### src/rtl/alu_seq_pkg.sv
// alu_seq_pkg: shared types and constants
// for the +/-5 step ALU sequencer.
package alu_seq_pkg;

    typedef enum logic [2:0] {
        IDLE,
        SUB,
        SUB_OUT,
        ADD,
        ADD_OUT,
        DONE
    } state_t;

    localparam logic DIR_MINUS = 1'b0;
    localparam logic DIR_PLUS  = 1'b1;

    localparam logic OP_SUB = 1'b0;
    localparam logic OP_ADD = 1'b1;

    // Constant applied by the external ALU.
    localparam int STEP = 5;

endpackage

### src/rtl/alu_seq_ctrl_chk.sv
// nb_bound_chk: combinational legality test
// for one ALU step result.
module nb_bound_chk
    import alu_seq_pkg::*;
#(
    parameter int SIZE  = 5,
    parameter int CELLS = 25
) (
    input  logic            step,
    input  logic [SIZE:0]   res,
    input  logic            sign,
    input  logic [SIZE-1:0] opnd,
    output logic            valid
);

    localparam logic [SIZE:0]   CELLS_R = (SIZE+1)'(CELLS);
    localparam logic [SIZE-1:0] CELLS_O = SIZE'(CELLS);

    logic opnd_ok;
    logic res_ok;

    // Negative results are always out; a plus step
    // must also stay below the cell count.
    always_comb begin
        opnd_ok = opnd < CELLS_O;
        res_ok  = !sign;
        if (step == OP_ADD) begin
            res_ok = !sign && (res < CELLS_R);
        end
        valid = opnd_ok && res_ok;
    end

endmodule

### src/rtl/alu_seq_ctrl.sv
// alu_seq_ctrl: drives the ALU -5 then +5 and streams legal
// neighbours. ALU_SEQ_STATS_EN adds scan/reject counters.
module alu_seq_ctrl
    import alu_seq_pkg::*;
#(
    parameter int SIZE  = 5,
    parameter int CELLS = 25
) (
    input  logic            clk,
    input  logic            rst_n,
    input  logic            start,
    input  logic            use_alt,
    input  logic [SIZE-1:0] cur,
    input  logic [SIZE-1:0] alt,
    output logic [SIZE-1:0] alu_in1,
    output logic [SIZE-1:0] alu_in2,
    output logic            alu_op,
    output logic            alu_iseq,
    input  logic [SIZE:0]   alu_res,
    input  logic            alu_sign,
    output logic            busy,
    output logic            nb_valid,
    input  logic            nb_ready,
    output logic [SIZE-1:0] nb_idx,
    output logic            nb_dir,
    output logic            done,
    output logic [1:0]      nb_count
`ifdef ALU_SEQ_STATS_EN
    ,
    output logic [7:0]      stat_scans,
    output logic [7:0]      stat_reject
`endif
);

    state_t          state;
    state_t          nxt;
    logic [SIZE-1:0] opnd;
    logic            vld_q;
    logic            chk_valid;
    logic            step_st;
    logic            out_st;

    assign opnd    = alu_iseq ? alu_in2 : alu_in1;
    assign step_st = (state == SUB) || (state == ADD);
    assign out_st  = (state == SUB_OUT) || (state == ADD_OUT);

    assign busy     = state != IDLE;
    assign alu_op   = (state == ADD) ? OP_ADD : OP_SUB;
    assign nb_valid = out_st && vld_q;
    assign nb_dir   = (state == ADD_OUT) ? DIR_PLUS : DIR_MINUS;
    assign done     = state == DONE;

    nb_bound_chk #(
        .SIZE  (SIZE),
        .CELLS (CELLS)
    ) u_chk (
        .step  (alu_op),
        .res   (alu_res),
        .sign  (alu_sign),
        .opnd  (opnd),
        .valid (chk_valid)
    );

    // State register.
    always_ff @(posedge clk or negedge rst_n) begin
        if (!rst_n) begin
            state <= IDLE;
        end else begin
            state <= nxt;
        end
    end

    // Next state; output states wait on the handshake
    // only when they actually hold a neighbour.
    always_comb begin
        nxt = state;
        unique case (state)
            IDLE:    if (start) nxt = SUB;
            SUB:     nxt = SUB_OUT;
            SUB_OUT: if (!vld_q || nb_ready) nxt = ADD;
            ADD:     nxt = ADD_OUT;
            ADD_OUT: if (!vld_q || nb_ready) nxt = DONE;
            DONE:    nxt = IDLE;
            default: nxt = IDLE;
        endcase
    end

    // Operand latch, step result capture, emit count.
    always_ff @(posedge clk or negedge rst_n) begin
        if (!rst_n) begin
            alu_in1  <= '0;
            alu_in2  <= '0;
            alu_iseq <= 1'b0;
            nb_idx   <= '0;
            vld_q    <= 1'b0;
            nb_count <= '0;
        end else begin
            if (state == IDLE && start) begin
                alu_in1  <= cur;
                alu_in2  <= alt;
                alu_iseq <= use_alt;
                nb_count <= '0;
            end
            if (step_st) begin
                nb_idx <= alu_res[SIZE-1:0];
                vld_q  <= chk_valid;
            end
            if (nb_valid && nb_ready) begin
                nb_count <= nb_count + 2'd1;
            end
        end
    end

`ifdef ALU_SEQ_STATS_EN
    // Saturating scan and reject counters.
    always_ff @(posedge clk or negedge rst_n) begin
        if (!rst_n) begin
            stat_scans  <= '0;
            stat_reject <= '0;
        end else begin
            if (done && stat_scans != 8'hFF) begin
                stat_scans <= stat_scans + 8'd1;
            end
            if (step_st && !chk_valid && stat_reject != 8'hFF) begin
                stat_reject <= stat_reject + 8'd1;
            end
        end
    end
`endif

endmodule

### config.mk
export PLATFORM = sky130hd
export DESIGN_NAME = alu_seq_ctrl
export DESIGN_NICKNAME = d
export VERILOG_FILES = /design/src/rtl/alu_seq_pkg.sv /design/src/rtl/alu_seq_ctrl_chk.sv /design/src/rtl/alu_seq_ctrl.sv
export SDC_FILE = /design/constraint.sdc
export NUM_CORES = 1
export LEC_CHECK = 0
export ABC_AREA = 1
export CORE_MARGIN = 1.5
export CORE_UTILIZATION = 45
export CTS_BUF_LIST = sky130_fd_sc_hd__clkbuf_8
export DETAILED_ROUTE_END_ITERATION = 8
export DONT_BUFFER_PORTS = 1
export GPL_TIMING_DRIVEN = 0
export SLEW_MARGIN = 20
export SYNTH_ARGS = -nofsm -noshare
export SYNTH_HDL_FRONTEND = slang
export SYNTH_SLANG_ARGS = --single-unit
### constraint.sdc
create_clock -name clk -period 1.39 [get_ports clk]
set_input_delay 0.278 -clock clk [delete_from_list [all_inputs] [get_ports clk]]
set_output_delay 0.278 -clock clk [all_outputs]
set_load 0.01 [all_outputs]
==> results by stage <==
Yosys:
- After synthesis the netlist holds a flip-flop and latch count of 22.
- Yosys printed 0 warnings.
- Of the total synthesized cell area, the portion taken by XOR and XNOR cells is 0.7991%.
- The post-synthesis average cell area is about 8.4 µm².
- By area, the combinational part of the netlist is dominated by simple AND/OR/NAND/NOR gates.
- The cell taking the most area after synthesis is dfrtp_1.
- The unique cell type count in the Yosys netlist is 21.
- The synthesized netlist devotes between 20% and 30% of its cell area to simple gates.
- The post-synthesis adder-cell area fraction is 0%.
- The share of synthesized area occupied by flip-flops and latches is roughly half.
- The count of mapped cells out of synthesis is 130.
- Yosys attributes the largest share of cell area to dfrtp_1 50%, nand2_1 13%, inv_1 7.5%.
- The portion of netlist area occupied by mux cells is 0%.
- The number of nets handed over by synthesis was 152.
- The share of synthesized area in the top cell type comes to 50.23%.
- Summing the areas of all compound-gate instances in the mapped netlist gives between 10% and 20% of the synthesized area.
- The synthesized netlist occupies a cell area of 0.001096 mm².

STA:
- The final count of pins violating max slew is 0.
- The fmax is around 0.72 GHz.
- Setup repair after global routing could not meet its margin everywhere.
- Setup violations remaining at the end of the flow were counted as 0.
- The tightest slew margin relative to the limit is 67.13%.
- The number of hold violations in the final report is 22.
- At the pin with the least slew margin, the transition time is 0.4930 ns.
- For the final database, setup skew stands at 0.002949 ns.
- The clock period minus worst slack is 1.381 ns.
- Of the available clock period, the critical path in the final layout requires 99.34%.
- Across all hold checks on the routed design, the worst slack comes to -0.02459 ns.
- Across all setup checks in the final design, the least slack found is 0.009229 ns.

Layout:
- The share of cells above drive strength 1 is 28.97%.
- In the layout the commonest cells are 35 x nand2_1, 20 x dfrtp_1, 19 x inv_1.
- The total non-filler cell area in the finished layout is 0.001308 mm².
- The post-route non-filler standard cell count is between 150 and 200.
- The total of fill cells in the finished design is around 220.
- For this run, the post-layout net count is 168.
- The repair_antennas step left the layout with diodes totalling 0.
- Relative to the synthesized area, the layout overhead comes to 19.29%.
- Once layout is complete, the utilization of the core stands at a little under 60%.
- The most common cell after layout, fill and taps aside is nand2_1.

Floorplan:
- The overall die area is 0.002741 mm².
- The chip height is 52.35 µm.
- The die width is roughly 52 µm.
- The number of primary I/O pins is 45.
- The floorplan has 17 rows.
- The core footprint is 0.002255 mm².
- The effective utilization at floorplan is 48.61%.

Global route:
- The number of antenna violations at the first check in global routing is 0.
- The via count of the first global-routing pass was 901.
- For this run, the total global-route usage over all layers was measured as about a fifth.
- After global routing the overflow that remains totals 0.
- In this run the most used layer during global routing was met2.
- The first global-routing pass estimated 3.836 mm of wire.
- The met1 global-route usage is between 20% and 30%.
- In the global route stage, met2 resource usage came out at between 30 and 40%.
- The largest net degree at the start of global routing is 23.
- Global routing used 4.857% of the available met3 tracks.

Critical path:
- In this run the worst path has a maximum fanout of 5.
- In this run the register-to-register setup slack is roughly 0.06 ns.
- The terminus of the critical flop-to-flop path is nb_count[1].
- The largest individual stage delay along the critical path comes from the cell dfrtp_2.
- On the worst path, the slowest cell contributes a delay of 0.45 ns.
- The beginning of the worst register-to-register path is state[2].
- The critical path ends at nb_valid.
- The data arrival at the endpoint of the critical path is 1.10 ns.
- The start-to-end type of the worst setup path is reg -> out.
- The worst setup path is launched from a flop.
- The cell with the most instances on the worst path is nand2_2.
- The timing startpoint of the critical path is state[1].
- STA classifies the critical path endpoint as an output pin.
- The depth of the worst register-to-register path is 9.
- For the worst setup path, the data required time is 1.11 ns.
- Traced cell by cell, the critical path runs through nor2_4 > nand2_2 > nand2_2 > nand2_2 > inv_2.

Routing:
- The final antenna-violating net count is 0.
- After detailed routing, the number of remaining DRC violations is 0.
- The number of optimization iterations in the first detailed-route pass is 4.
- Wires add up to 2.283 mm.
- After detailed routing, the average wire length per cell comes to roughly 13 µm.
- The total via count in the routed design is between 800 and 900.
- In this run, the number of DRC markers left after iteration 0 of detailed routing was 12.
- Dividing the detail-routed via count by the number of cells gives 4.844.

Hold path:
- The class of the worst hold path is in -> async.

Outcome:
- The checks that failed: negative hold slack.
- The run finished, with violations left.

Place:
- The worst slack at placement is 0.09181 ns.
- The number of input and output port buffers inserted is 0.
- At the end of routability-driven placement, the weighted congestion stood at roughly 0.73.
- The HPWL after detailed placement is 1.635 mm.
- The number of placed cells counting well taps is about 160.
- The instance area at placement is 0.001131 mm².

Clocking:
- TritonCTS built the clock tree.
- TritonCTS created 3 clock buffers.
- The clock sink total is 22.
- In this run the clock root is driven by a clkbuf_8.
- Counting along the longest clock path gives a buffer depth of 2.
- In this run the number of H-tree levels came out at 1.
- The later-pin clock latency in the skew report is roughly 0.26 ns.
- The register clock-pin slew on the reported worst setup and hold paths is 0.07 ns.

Pwr:
- The total power of the final layout is 3.231 mW.
- Across the VDD grid, the largest voltage drop is 0.001318 V.
- The analysis attributes to cell leakage a power of roughly 0.7 nW.
- For this design the ratio of total power to cell area is 2471 mW/mm².

Job:
- Max-cap violations in this run came to 0.
[cells in the mapped netlist]
cell type / count
nand2_2: 1
dfrtp_1: 22
xor2_1: 1
or2_1: 1
nor2_2: 1
nand3_2: 2
o21ai_2: 3
nor2_1: 12
buf_6: 2
nor3_1: 1
inv_1: 22
nand2_4: 1
nand3_1: 8
inv_2: 1
a21oi_1: 2
a21oi_2: 5
o211a_1: 1
o21ai_0: 1
nand3_4: 2
nand2_1: 38
o21ai_1: 3
[kinds of logic after synthesis]
group                     count (synthesis)
and+or+nand+nor                          67
buffers and inverters                    25
DFF                                      22
AOI/OAI and AO/OA                        15
xor gates and xnor gates                  1
[power breakdown]
group / internal, mW / switching, mW / total [mW] / leakage [nW]
sequential: 0.946 / 0.395 / 1.34 / 0.264
combinational: 0.569 / 0.741 / 1.31 / 0.415
clock: 0.384 / 0.196 / 0.581 / 0.0357
total: 1.90 / 1.33 / 3.23 / 0.715
[worst min path at each step]
stage / from / end / slack, ns / cells after the start
after floorplan: rst_n / alu_in1[0] / -0.02 / 0
after global placement: rst_n / nb_idx[0] / -0.02 / 0
after detailed placement: rst_n / nb_idx[0] / -0.02 / 0
after CTS: alu_res[0] / nb_idx[0] / 0.11 / 2
after global routing: rst_n / alu_in2[0] / 0.002 / 1
final: rst_n / nb_idx[0] / -0.02 / 1
[registers in the layout, indices dropped and copies added, names as in the netlist]
name,count
alu_in2,5
state,3
nb_count,2
alu_iseq,1
nb_idx,5
alu_in1,5
vld_q,1
[per-stage QoR]
step	hold WS, ns	setup TNS [ns]
3_3_place_gp	-0.01719	0
5_1_grt	0.002105	-0.04057
4_1_cts	0.1147	0
6_report	-0.02459	0
3_5_place_dp	-0.01727	0
2_1_floorplan	-0.01759	0
[what timing repair did]
| item | CTS | global route |
|---|---|---|
| endpoints found under the setup margin | 4 | 3 |
| gates resized for setup | 9 | 3 |
| hold endpoints to repair | 22 | 0 |
| pin swaps | 2 | 2 |
| hold buffers | 1 | 0 |
| setup buffers | 8 | 2 |
[layer usage]
| layer | part of all wire (%) | up-vias |
|---|---|---|
| met1 | 42 | 380 |
| met2 | 50 | 27 |
| met5 | 0 | - |
| met3 | 7.3 | 2 |
| met4 | 0.74 | 0 |
| li1 | - | 429 |
[worst max-delay path: cells and delay by family, from the launching register on]
kind,cells,cell delay [ns]
buf+inv,1,0.07
flops,1,0.45
simple gates,4,0.33
[cell type report]
| type | count | area [µm²] | area share (%) |
|---|---|---|---|
| Inverter | 23 | 91.34 | 6.986 |
| Timing Repair Buffer | 11 | 80.08 | 6.124 |
| Sequential cell | 22 | 553.0 | 42.30 |
| Tap cell | 28 | 35.03 | 2.679 |
| Clock inverter | 1 | 30.03 | 2.297 |
| Clock buffer | 3 | 41.29 | 3.158 |
| Buffer | 2 | 22.52 | 1.722 |
| Multi-Input combinational cell | 83 | 454.2 | 34.74 |
Note: power is estimated with default switching activity, not from simulation.
